File: src/rtl/multicore_io_pkg.sv
// Shared defaults, core-ID width helper and FIFO entry layout for the multicore I/O hub.
package multicore_io_pkg;

    localparam int unsigned NCORES_DEFAULT = 43;
    localparam int unsigned DW_DEFAULT     = 31;
    localparam int unsigned REQ_W_DEFAULT  = 4;

    // Width of a core index; a single-core hub still carries a 1-bit id.
    function automatic int unsigned core_id_width(input int unsigned ncores);
        return (ncores <= 1) ? 1 : $clog2(ncores);
    endfunction

    localparam int unsigned ID_W_DEFAULT = core_id_width(NCORES_DEFAULT);

    // One merged output entry at the default core count and word width.
    typedef struct packed {
        logic [ID_W_DEFAULT-1:0] id;
        logic [DW_DEFAULT-1:0]   data;
    } fifo_entry_t;

endpackage

File: src/rtl/multicore_io_hub_if.sv
// Bundle of sample-source, per-core and sink signals around the multicore I/O hub.
interface multicore_io_hub_if
    import multicore_io_pkg::*;
#(
    parameter int unsigned NCORES = NCORES_DEFAULT,
    parameter int unsigned DW     = DW_DEFAULT,
    parameter int unsigned REQ_W  = REQ_W_DEFAULT
);
    localparam int unsigned ID_W = core_id_width(NCORES);

    logic signed [DW-1:0]       in_data;
    logic                       in_valid;
    logic                       in_ready;
    logic signed [DW-1:0]       core_in;
    logic [NCORES*REQ_W-1:0]    req_in;
    logic [NCORES*DW-1:0]       io_out;
    logic [NCORES*REQ_W-1:0]    out_en;
    logic signed [DW-1:0]       out_data;
    logic [ID_W-1:0]            out_id;
    logic                       out_valid;
    logic                       out_ready;
    logic                       underflow;
    logic                       overrun;
    logic [15:0]                drop_cnt;

    // Environment side: sample source, core array and output sink.
    modport master (
        output in_data, in_valid, req_in, io_out, out_en, out_ready,
        input  in_ready, core_in, out_data, out_id, out_valid,
               underflow, overrun, drop_cnt
    );

    // Hub side.
    modport slave (
        input  in_data, in_valid, req_in, io_out, out_en, out_ready,
        output in_ready, core_in, out_data, out_id, out_valid,
               underflow, overrun, drop_cnt
    );

endinterface

File: src/rtl/sync_fifo.sv
// Single-clock FIFO with occupancy count; head reads as zero while empty.
module sync_fifo #(
    parameter int unsigned WIDTH = 8,
    parameter int unsigned DEPTH = 16
) (
    input  logic                   clk,
    input  logic                   rst,
    input  logic                   push,
    input  logic [WIDTH-1:0]       push_data,
    input  logic                   pop,
    output logic [WIDTH-1:0]       pop_data,
    output logic                   full,
    output logic                   empty,
    output logic [$clog2(DEPTH):0] count
);
    localparam int unsigned AW = $clog2(DEPTH);

    logic [WIDTH-1:0] mem [DEPTH];
    logic [AW-1:0]    wr_ptr;
    logic [AW-1:0]    rd_ptr;
    logic [AW:0]      cnt_q;
    logic             do_push;
    logic             do_pop;

    // A push into a full FIFO is accepted only when the head leaves in the same cycle.
    assign do_push = push && (!full || pop);
    assign do_pop  = pop && !empty;

    assign full     = (cnt_q == (AW+1)'(DEPTH));
    assign empty    = (cnt_q == '0);
    assign count    = cnt_q;
    assign pop_data = empty ? '0 : mem[rd_ptr];

    // Storage write; contents need no reset since occupancy gates every read.
    always_ff @(posedge clk) begin
        if (do_push) begin
            mem[wr_ptr] <= push_data;
        end
    end

    // Pointer and occupancy bookkeeping.
    always_ff @(posedge clk) begin
        if (rst) begin
            wr_ptr <= '0;
            rd_ptr <= '0;
            cnt_q  <= '0;
        end else begin
            if (do_push) begin
                wr_ptr <= wr_ptr + AW'(1);
            end
            if (do_pop) begin
                rd_ptr <= rd_ptr + AW'(1);
            end
            case ({do_push, do_pop})
                2'b10:   cnt_q <= cnt_q + (AW+1)'(1);
                2'b01:   cnt_q <= cnt_q - (AW+1)'(1);
                default: cnt_q <= cnt_q;
            endcase
        end
    end

endmodule

File: src/rtl/multicore_io_hub.sv
// Broadcasts held ADC samples to all cores and merges per-core outputs into one
// round-robin-arbitrated, FIFO-buffered stream tagged with the core index.
module multicore_io_hub
    import multicore_io_pkg::*;
#(
    parameter int unsigned NCORES     = NCORES_DEFAULT,
    parameter int unsigned DW         = DW_DEFAULT,
    parameter int unsigned REQ_W      = REQ_W_DEFAULT,
    parameter int unsigned FIFO_DEPTH = 16
) (
    input  logic              clk,
    input  logic              rst,
    multicore_io_hub_if.slave bus
);
    localparam int unsigned ID_W  = core_id_width(NCORES);
    localparam int unsigned CNT_W = $clog2(FIFO_DEPTH) + 1;

    typedef struct packed {
        logic [ID_W-1:0] id;
        logic [DW-1:0]   data;
    } hub_entry_t;

    logic                 any_req;
    logic signed [DW-1:0] sample_q;
    logic                 underflow_q;
    logic                 overrun_q;
    logic [15:0]          drop_cnt_q;
    logic [16:0]          drop_sum;
    logic [6:0]           drop_num;

    logic [NCORES-1:0]    pend_q;
    logic [DW-1:0]        data_q [NCORES];
    logic [NCORES-1:0]    en_vec;
    logic [NCORES-1:0]    gnt_vec;
    logic [NCORES-1:0]    load_vec;
    logic [NCORES-1:0]    drop_vec;

    logic [ID_W-1:0]      rr_ptr;
    logic                 gnt_vld;
    logic [ID_W-1:0]      gnt_idx;
    int unsigned          cand;
    logic [ID_W-1:0]      cand_idx;

    hub_entry_t           push_entry;
    hub_entry_t           head_entry;
    logic                 fifo_push;
    logic                 fifo_pop;
    logic                 fifo_full;
    logic                 fifo_empty;
    logic [CNT_W-1:0]     fifo_count;

    // ---------------- input broadcast path ----------------
    assign any_req      = |bus.req_in;
    assign bus.in_ready = any_req && bus.in_valid && !rst;
    assign bus.core_in  = sample_q;
    assign bus.underflow = underflow_q;

    // Hold the broadcast sample; load on consumption, flag requests that find no sample.
    always_ff @(posedge clk) begin
        if (rst) begin
            sample_q    <= '0;
            underflow_q <= 1'b0;
        end else begin
            if (bus.in_ready) begin
                sample_q <= bus.in_data;
            end
            if (any_req && !bus.in_valid) begin
                underflow_q <= 1'b1;
            end
        end
    end

    // ---------------- per-core capture ----------------
    // Per-core capture decision: a slot accepts a new word when empty or being drained now.
    always_comb begin
        en_vec   = '0;
        gnt_vec  = '0;
        load_vec = '0;
        drop_vec = '0;
        for (int unsigned k = 0; k < NCORES; k++) begin
            en_vec[k]   = |bus.out_en[k*REQ_W +: REQ_W];
            gnt_vec[k]  = gnt_vld && (gnt_idx == ID_W'(k));
            load_vec[k] = en_vec[k] && (!pend_q[k] || gnt_vec[k]);
            drop_vec[k] = en_vec[k] && pend_q[k] && !gnt_vec[k];
        end
    end

    // Capture core words into their holding slots.
    always_ff @(posedge clk) begin
        for (int unsigned k = 0; k < NCORES; k++) begin
            if (load_vec[k]) begin
                data_q[k] <= bus.io_out[k*DW +: DW];
            end
        end
    end

    // Count words lost this cycle; several cores may overrun at once.
    always_comb begin
        drop_num = '0;
        for (int unsigned k = 0; k < NCORES; k++) begin
            drop_num = drop_num + 7'(drop_vec[k]);
        end
        drop_sum = {1'b0, drop_cnt_q} + 17'(drop_num);
    end

    // Sticky overrun flag and saturating drop counter.
    always_ff @(posedge clk) begin
        if (rst) begin
            overrun_q  <= 1'b0;
            drop_cnt_q <= '0;
        end else if (|drop_vec) begin
            overrun_q  <= 1'b1;
            drop_cnt_q <= drop_sum[16] ? '1 : drop_sum[15:0];
        end
    end

    assign bus.overrun  = overrun_q;
    assign bus.drop_cnt = drop_cnt_q;

    // ---------------- round-robin arbiter ----------------
    // Pick the first pending core at or after rr_ptr, wrapping, when the FIFO can take it.
    always_comb begin
        gnt_vld  = 1'b0;
        gnt_idx  = '0;
        cand     = 0;
        cand_idx = '0;
        if (!fifo_full || fifo_pop) begin
            for (int unsigned i = 0; i < NCORES; i++) begin
                cand = i + 32'(rr_ptr);
                if (cand >= NCORES) begin
                    cand = cand - NCORES;
                end
                cand_idx = ID_W'(cand);
                if (!gnt_vld && pend_q[cand_idx]) begin
                    gnt_vld = 1'b1;
                    gnt_idx = cand_idx;
                end
            end
        end
    end

    // Pending bits and round-robin pointer; a same-cycle reload keeps the bit set.
    always_ff @(posedge clk) begin
        if (rst) begin
            pend_q <= '0;
            rr_ptr <= '0;
        end else begin
            pend_q <= (pend_q & ~gnt_vec) | load_vec;
            if (gnt_vld) begin
                rr_ptr <= (gnt_idx == ID_W'(NCORES - 1)) ? '0 : gnt_idx + ID_W'(1);
            end
        end
    end

    // ---------------- output FIFO ----------------
    assign push_entry.id   = gnt_idx;
    assign push_entry.data = data_q[gnt_idx];
    assign fifo_push       = gnt_vld;
    assign fifo_pop        = !fifo_empty && bus.out_ready;

    sync_fifo #(
        .WIDTH ($bits(hub_entry_t)),
        .DEPTH (FIFO_DEPTH)
    ) u_fifo (
        .clk       (clk),
        .rst       (rst),
        .push      (fifo_push),
        .push_data (push_entry),
        .pop       (fifo_pop),
        .pop_data  (head_entry),
        .full      (fifo_full),
        .empty     (fifo_empty),
        .count     (fifo_count)
    );

    assign bus.out_valid = !fifo_empty;
    assign bus.out_data  = head_entry.data;
    assign bus.out_id    = head_entry.id;

    // Occupancy sanity: the arbiter never overfills the FIFO.
    always_ff @(posedge clk) begin
        if (!rst) begin
            assert (fifo_count <= CNT_W'(FIFO_DEPTH));
        end
    end

endmodule

File: src/flat_wrapper.sv
// flat-port wrapper written by rule: the top's interface ports become plain ports
module multicore_io_hub_flat import multicore_io_pkg::*;
#(
    parameter int unsigned NCORES     = NCORES_DEFAULT,
    parameter int unsigned DW         = DW_DEFAULT,
    parameter int unsigned REQ_W      = REQ_W_DEFAULT,
    parameter int unsigned FIFO_DEPTH = 16
)
  (clk, rst, bus_in_data, bus_in_valid, bus_req_in, bus_io_out, bus_out_en, bus_out_ready, bus_in_ready, bus_core_in, bus_out_data, bus_out_id, bus_out_valid, bus_underflow, bus_overrun, bus_drop_cnt);
  multicore_io_hub_if #(.NCORES(NCORES), .DW(DW), .REQ_W(REQ_W)) bus_i ();
  input  logic clk;
  input  logic rst;
  input wire logic [$bits(bus_i.in_data)-1:0] bus_in_data;
  input wire logic [$bits(bus_i.in_valid)-1:0] bus_in_valid;
  input wire logic [$bits(bus_i.req_in)-1:0] bus_req_in;
  input wire logic [$bits(bus_i.io_out)-1:0] bus_io_out;
  input wire logic [$bits(bus_i.out_en)-1:0] bus_out_en;
  input wire logic [$bits(bus_i.out_ready)-1:0] bus_out_ready;
  output wire logic [$bits(bus_i.in_ready)-1:0] bus_in_ready;
  output wire logic [$bits(bus_i.core_in)-1:0] bus_core_in;
  output wire logic [$bits(bus_i.out_data)-1:0] bus_out_data;
  output wire logic [$bits(bus_i.out_id)-1:0] bus_out_id;
  output wire logic [$bits(bus_i.out_valid)-1:0] bus_out_valid;
  output wire logic [$bits(bus_i.underflow)-1:0] bus_underflow;
  output wire logic [$bits(bus_i.overrun)-1:0] bus_overrun;
  output wire logic [$bits(bus_i.drop_cnt)-1:0] bus_drop_cnt;
  assign bus_i.in_data = bus_in_data;
  assign bus_i.in_valid = bus_in_valid;
  assign bus_i.req_in = bus_req_in;
  assign bus_i.io_out = bus_io_out;
  assign bus_i.out_en = bus_out_en;
  assign bus_i.out_ready = bus_out_ready;
  assign bus_in_ready = bus_i.in_ready;
  assign bus_core_in = bus_i.core_in;
  assign bus_out_data = bus_i.out_data;
  assign bus_out_id = bus_i.out_id;
  assign bus_out_valid = bus_i.out_valid;
  assign bus_underflow = bus_i.underflow;
  assign bus_overrun = bus_i.overrun;
  assign bus_drop_cnt = bus_i.drop_cnt;
  multicore_io_hub #(.NCORES(NCORES), .DW(DW), .REQ_W(REQ_W), .FIFO_DEPTH(FIFO_DEPTH)) u_core (.clk(clk), .rst(rst), .bus(bus_i));
endmodule
File: config.mk
export PLATFORM = sky130hd
export DESIGN_NAME = multicore_io_hub_flat
export DESIGN_NICKNAME = d
export VERILOG_FILES = /design/src/rtl/multicore_io_pkg.sv /design/src/rtl/multicore_io_hub_if.sv /design/src/rtl/sync_fifo.sv /design/src/rtl/multicore_io_hub.sv /design/src/flat_wrapper.sv
export SDC_FILE = /design/constraint.sdc
export NUM_CORES = 2
export LEC_CHECK = 0
export ABC_AREA = 1
export CORE_AREA = 4 4 697 699
export DETAILED_ROUTE_END_ITERATION = 8
export DIE_AREA = 0 0 701 703
export GPL_TIMING_DRIVEN = 0
export SLEW_MARGIN = 25
export SYNTH_ARGS = -nofsm -noshare
export SYNTH_HDL_FRONTEND = slang
export SYNTH_SLANG_ARGS = --single-unit
File: constraint.sdc
create_clock -name clk -period 21.6 [get_ports clk]
set_input_delay 3.24 -clock clk [delete_from_list [all_inputs] [get_ports clk]]
set_output_delay 3.24 -clock clk [all_outputs]
set_load 0.05 [all_outputs]
---- Yosys cells after proc, flatten, opt, wreduce, memory -nomap -nowiden ----
Memories as Yosys holds them, arrays and structs flattened. A register that Yosys moved wholly into a read port is not among the register bits.
Cells that the tools add are included.
cells by class
  add/subtract/negate cells ............... 133
  multipliers ............................. 0
  divide/modulo/power cells ............... 0
  $lt $le $gt $ge ......................... 86
  equal/unequal tests ..................... 45
  shift-type cells ........................ 0
  multiplexer cells ....................... 396
  bitwise logic cells ..................... 3
  reductions and logical operators ........ 444
operators by type and width
  kind                                                                    count
  6-bit two-way mux                                                       131
  6-bit by 7-bit < comparator with 1-bit output (second input constant)   43
  7-bit by 6-bit >= comparator with 1-bit output (second input constant)  42
  7-bit by 1-bit adder with 7-bit output                                  41
  1-bit binary-select mux with 6-bit select                               43
  6-bit subtractor (second input constant)                                43
  1-bit logical AND                                                       220
  1-bit two-way mux                                                       217
  172-bit OR reduction                                                    1
  4-bit OR reduction                                                      43
  1-bit logical NOT                                                       132
  5-bit by 6-bit adder with 7-bit output (first input constant)           16
  6-bit by 5-bit equality test with 1-bit output (second input constant)  16
  6-bit by 6-bit adder with 7-bit output (first input constant)           11
  6-bit equality test (second input constant)                             11
  4-bit by 6-bit adder with 7-bit output (first input constant)           8
  6-bit by 4-bit equality test with 1-bit output (second input constant)  8
  1-bit logical OR                                                        44
  43-bit bitwise AND                                                      1
  43-bit NOT                                                              1
  43-bit bitwise OR                                                       1
  43-bit OR reduction                                                     1
  37-bit two-way mux                                                      1
  3-bit by 6-bit adder with 7-bit output (first input constant)           4
  other kinds (21)                                                        28
word-level totals
  bits in registers ....................... 111
  bits in latches ......................... 0
  RAM bits ................................ 1,925
  memory bits (read-only) ................. 0
  input bits .............................. 1,712
  word-level logic and storage cells ...... 1,118
  memories kept ........................... 2
memory list
  memory             words  width  read ports  clocked after Yosys merged registers in  wr ports  RTL line                RTL
  u_core.data_q      43     31     1           0                                        43        multicore_io_hub.sv:32  logic [DW-1:0] data_q [NCORES];
  u_core.u_fifo.mem  16     37     1           1                                        1         sync_fifo.sv:18         logic [WIDTH-1:0] mem [DEPTH];

---- Logic depth before layout (Yosys ltp) ----
  depth after elaboration ................. 225
  gate-level depth with buffers ........... 99
  depth with buffers taken out ............ 89

---- Hierarchy ----
From an unflattened synthesis, not the netlist that was laid out.
second synthesis, totals
  cell total of the unflattened synthesis .. 12,401
  area, all modules ....................... 109,726.5 um2
by module, submodules not included
  module            instances  cells each  area an instance (um2)  sequential area each (um2)
  multicore_io_hub  1          10,316      85,024.0                41,990.3
  sync_fifo         1          2,085       24,702.4                18,117.4

---- Worst setup path before layout ----
Ideal clock, no wire load.
  kind .................................... register to register
  from .................................... register u_core.rr_ptr[0]
  to ...................................... register u_core.drop_cnt_q[15], in the netlist u_core.bus.drop_cnt[15]
  setup time .............................. 0.115 ns
  arrival ................................. 15.298 ns
  data required time ...................... 21.485 ns
  setup slack ............................. 6.187 ns
  stages on the path, launching flop included .. 91
  path through ............................ dfxtp_1 inv_2 buf_2 buf_2 buf_1 clkbuf_1 clkbuf_1 clkbuf_1 ha_1 inv_2 a21oi_1 inv_2 nand3_2 nand2_1 buf_6 nand2_1 nand2_2 buf_4 [55 not listed] ha_1 nand3_1 nand2_1 a21oi_1 nor2_1 nor2_1 inv_1 nand2_1 a21oi_1 nand2_1 nor3_1 inv_1 nor2_1 a21oi_1 nor3_1 nand2_1 nand2_1 nor2_1
between the ends
  word-level cells in the longest chain between the ends .. 223
  elaborated cells on any way between the ends .. 731
RTL lines
  item                                                                              RTL line                 RTL
  start, declared                                                                   multicore_io_hub.sv:38   logic [ID_W-1:0] rr_ptr;
  start signal, assigned                                                            multicore_io_hub.sv:150  rr_ptr <= (gnt_idx == ID_W'(NCORES - 1)) ? '0 : gnt_idx + ID_W'(1);
  branches (longest 223 deep; another with 1-bit by 6-bit adder with 7-bit output)  -
  end signal, assigned                                                              multicore_io_hub.sv:113  drop_cnt_q <= drop_sum[16] ? '1 : drop_sum[15:0];
  end, declared                                                                     multicore_io_hub.sv:27   logic [15:0] drop_cnt_q;
Parallel ways; which one is timed is not known. The select of a mux whose other input is x is not followed.
A chain may end at the register's enable or synchronous reset.

---- Final worst setup path ----
  from .................................... register u_core.rr_ptr[1]
  to ...................................... register u_core.drop_cnt_q[9], in the netlist u_core.bus.drop_cnt[9]
between the ends
  word-level cells in the longest chain between the ends .. 223
  elaborated cells on any way between the ends .. 731
RTL lines
  item                                                                                 RTL line                 RTL
  branches (longest 173 deep; another with 1-bit by 6-bit adder with 7-bit output)     -
  6-bit two-way mux (*)                                                                multicore_io_hub.sv:134  if (!gnt_vld && pend_q[cand_idx]) begin
  6-bit two-way mux (*)                                                                multicore_io_hub.sv:127  if (!fifo_full || fifo_pop) begin
  named net u_core.gnt_idx[0]                                                          multicore_io_hub.sv:40   logic [ID_W-1:0] gnt_idx;
  6-bit by 1-bit equality test with 1-bit output or 6-bit logical NOT (tied branches)  multicore_io_hub.sv:82   gnt_vec[k] = gnt_vld && (gnt_idx == ID_W'(k));
  1-bit logical AND                                                                    multicore_io_hub.sv:82
  1-bit logical NOT                                                                    multicore_io_hub.sv:84   drop_vec[k] = en_vec[k] && pend_q[k] && !gnt_vec[k];
  1-bit logical AND                                                                    multicore_io_hub.sv:84
  1-bit by 1-bit adder with 2-bit output                                               multicore_io_hub.sv:101  drop_num = drop_num + 7'(drop_vec[k]);
  7-bit by 1-bit adder with 7-bit output (41 in series)                                multicore_io_hub.sv:101
  16-bit by 7-bit adder with 17-bit output                                             multicore_io_hub.sv:103  drop_sum = {1'b0, drop_cnt_q} + 17'(drop_num);
  16-bit two-way mux                                                                   multicore_io_hub.sv:113
Mark *: on every way through the listed nets, which the timed path passes. The select of a mux whose other input is x is not followed.

==> run metrics <==
status=finished clean; via count=118000; Hold WC Path Type=flop to flop; Initial DRT Pass Iterations=7; final RePlAce weighted congestion=1.06; Fmax=47.9 MHz; CTS tree=done; Tightest Pin Transition=1.28 ns; largest delay contributor family on the critical path=simple AND/OR/NAND/NOR gates; fin util=31.6%; final WL=849000 um; Die H=703 um; WS Path Type=flop to flop; row cnt=254; Critical R2R Capture=u_core.bus.drop_cnt[9]; Final min period=20.87 ns; first-pass GRT wire length=1070000 um; max cap viols=0; GRT Resource Usage Total=32.7%; Most Frequent Cell on Critical Path=inv_1; CP startpoint=u_core.rr_ptr[1]; Filler Cells Inserted=50100; vias in the first global route=106000; yosys warns=0; crit path launch type=flop; cell area after synthesis=0.110 sq mm; Post-Syn Nets=14100; average vias per placed instance=5.48; Netlist cell types=69; R2R depth=88; Buf+Inv Stages, Crit Path=24; Multi-input gate area=0.0443 sq mm; layout net count=16400; Die W=701 um; initial antenna violation count=330; max-slew violations=0; drt initial violations=19600; r2r setup slk=0.73 ns; Final Instance Area=0.151 sq mm; root buffer cell=clkbuf_16; hold path endpoint=u_core.bus.core_in[1]; Fin Clk Skew=0.101 ns; Avg Cell Area, Syn=8.92 sq um; Core ar.=0.479 sq mm; critical path required time=22.40 ns; placed inst area=0.143 sq mm; largest net degree at the start of global routing=28; Die ar.=0.493 sq mm; synthesized instance count=12300; Hold Violations, Final=0; Seq. cell area=0.0601 sq mm; slowest CP cell=o21ai_1; worst-case clock buffer depth=4; Starting Density=22.9%; Post-synth EDFFs=1925; H-tree levels=4; Clk pin slew, worst setup/hold paths=0.06 ns; final worst path period share=96.6%; Synth-to-Final Area Change=37.9%; Post-DRT Antenna Nets=0; Avg WL per Cell=39.5 um; CTS buffer count=231; Rel. slew slack=13.8%; async set or reset register ratio after synthesis=0%; crit path max fanout=19; CP endpoint kind=flop; #FFs+latches synth=2040; Worst EP arrival=21.67 ns; Seq/Total Area, Yosys=54.8%; CTS Sinks=2040; RSZ-0062 raised after global routing=false; Ports=1800; Reg-to-Reg Start=u_core.rr_ptr[1]; IO buf count=1798; Final HPWL DP=687000 um; drt drc=0; Largest stage delay, worst path=0.68 ns; ys flop type=edfxtp_1; Hold Path Depth=2; layout cells sized above 1=8.45%; HP Start=u_core.bus.core_in[1]; final setup violating endpoints=0; setup TNS=0 ns; setup bufs post-CTS=0; Overflow after GRT=0; Worst-Skew Late Latency=0.99 ns
[timing repair]
| action | 4_1_cts | 5_1_grt |
|---|---|---|
| pin swaps | 0 | 0 |
| gates resized for setup | 9 | 25 |
| setup endpoints to repair | 16 | 16 |
| hold buffers | 0 | 0 |
[how the worst max path moves through the flow]
stage                                   end  cells past startpoint
floorplan           u_core.bus.drop_cnt[15]                     90
global placement    u_core.bus.drop_cnt[10]                     81
detailed placement  u_core.bus.drop_cnt[10]                     86
CTS                  u_core.bus.drop_cnt[9]                     87
global route         u_core.bus.drop_cnt[9]                     85
finish               u_core.bus.drop_cnt[9]                     88
[through the flow]
| stage | setup WS (ns) | std cells | hold slack (ns) |
|---|---|---|---|
| floorplan | 6.19 | 12300 | 0.444 |
| global placement | -3.91 | 20500 | 0.452 |
| detailed placement | -1.35 | 20800 | 0.455 |
| CTS | 0.187 | 21200 | 0.465 |
| global route | 0.0187 | 21400 | 0.487 |
| finish | 0.731 | 21500 | 0.463 |
[flip-flops by register name, summed over array words and instances, names as in the netlist, named ones only]
signal,count
u_core.u_fifo.count,5
u_core.bus.underflow,1
u_core.bus.overrun,1
u_core.rr_ptr,6
u_core.u_fifo.mem,592
u_core.data_q,1333
u_core.bus.core_in,31
u_core.u_fifo.wr_ptr,4
u_core.bus.drop_cnt,16
u_core.pend_q,43
u_core.u_fifo.rd_ptr,4
[area by class of cell]
class                      count  area share (%)
timing repair buffer        2061            15.7
clock inverter               141            1.05
sequential                  2040            39.8
tap                         6400            5.30
antenna                      295           0.488
multi-input combinational   8670            29.3
inverter                     613            1.54
buffer                       970            2.77
clock buffer                 284            4.04
[cells in the mapped netlist, types with 7 or more instances]
| cell | count | share of area (%) |
|---|---|---|
| inv_1 | 551 | 1.9 |
| ha_1 | 57 | 0.65 |
| o211ai_1 | 134 | 0.92 |
| nand3b_1 | 10 | 0.068 |
| buf_6 | 11 | 0.11 |
| nor2_1 | 926 | 3.2 |
| clkbuf_1 | 798 | 2.7 |
| a31oi_1 | 15 | 0.086 |
| nand4_1 | 98 | 0.56 |
| xor2_1 | 71 | 0.57 |
| nor2_4 | 12 | 0.12 |
| o31ai_1 | 17 | 0.12 |
| nand2_1 | 2296 | 7.9 |
| o32ai_1 | 23 | 0.18 |
| o22ai_1 | 84 | 0.48 |
| buf_4 | 21 | 0.14 |
| edfxtp_1 | 1925 | 53 |
| nor4_1 | 92 | 0.53 |
| xnor2_1 | 18 | 0.14 |
| clkinv_1 | 24 | 0.082 |
| fa_1 | 36 | 0.66 |
| inv_2 | 35 | 0.12 |
| o21ai_1 | 78 | 0.36 |
| o21ai_0 | 1465 | 6.7 |
| buf_1 | 74 | 0.25 |
| dfxtp_1 | 115 | 2.1 |
| nand2_2 | 26 | 0.15 |
| nor2_2 | 8 | 0.046 |
| or2_2 | 44 | 0.25 |
| o221ai_1 | 195 | 1.6 |
| nor3_1 | 38 | 0.17 |
| o21ai_2 | 12 | 0.096 |
| buf_2 | 67 | 0.31 |
| a21oi_1 | 694 | 3.2 |
| o311ai_0 | 98 | 0.78 |
| o21a_1 | 7 | 0.048 |
| nand3_1 | 2051 | 9.4 |
[routing by layer]
metal / GRT usage (%) / wire, um
met2: 50.7 / 375000
met3: 8.63 / 92200
met4: 23.8 / 73300
met5: 0 / 921
met1: 39.3 / 307000
[cell families after synthesis]
| group | after synthesis | synth area share, % |
|---|---|---|
| and+or+nand+nor | 5631 | 22.7 |
| AOI/OAI and AO/OA | 2851 | 14.7 |
| DFF | 2040 | 54.8 |
| buffers and inverters | 1584 | 5.66 |
| xor gates and xnor gates | 95 | 0.811 |
| adders and majority gates | 93 | 1.31 |
[worst reg2reg max path, delay by kind of cell, from the launching register on]
| kind | cells | cell delay, ns |
|---|---|---|
| and+or+nand+nor | 44 | 7.23 |
| buffers and inverters | 24 | 5.83 |
| adders and majority gates | 12 | 4.96 |
| AOI/OAI and AO/OA | 7 | 1.92 |
| DFF | 1 | 0.39 |
| xor gates and xnor gates | 1 | 0.36 |
[placed cells by master (no fill, tap or decap), types with 24 or more instances in the layout]
| cell type | n |
|---|---|
| nand2_1 | 2294 |
| nand3_1 | 2050 |
| edfxtp_1 | 1925 |
| clkdlybuf4s50_1 | 1798 |
| o21ai_0 | 1401 |
| nor2_1 | 901 |
| a21oi_1 | 655 |
| clkbuf_1 | 622 |
| inv_1 | 549 |
| diode_2 | 295 |
| clkbuf_16 | 233 |
| clkbuf_2 | 213 |
| o221ai_1 | 195 |
| o21ai_1 | 136 |
| o211ai_1 | 134 |
| buf_16 | 134 |
| dfxtp_1 | 113 |
| nand4_1 | 98 |
| o311ai_0 | 98 |
| o22ai_1 | 84 |
| buf_2 | 80 |
| buf_12 | 78 |
| xor2_1 | 67 |
| buf_1 | 62 |
| clkinv_1 | 62 |
| ha_1 | 56 |
| nor4_2 | 50 |
| buf_4 | 44 |
| or2_2 | 44 |
| nor4_1 | 42 |
| a21oi_4 | 38 |
| nor3_1 | 36 |
| clkinv_2 | 36 |
| fa_1 | 36 |
| inv_2 | 35 |
| nor2_4 | 35 |
| nand2_2 | 27 |
| bufinv_16 | 24 |
Power is left out: the tool's default activity adds up to more than one toggle a clock period on the data nets, which glitch-free logic cannot reach.
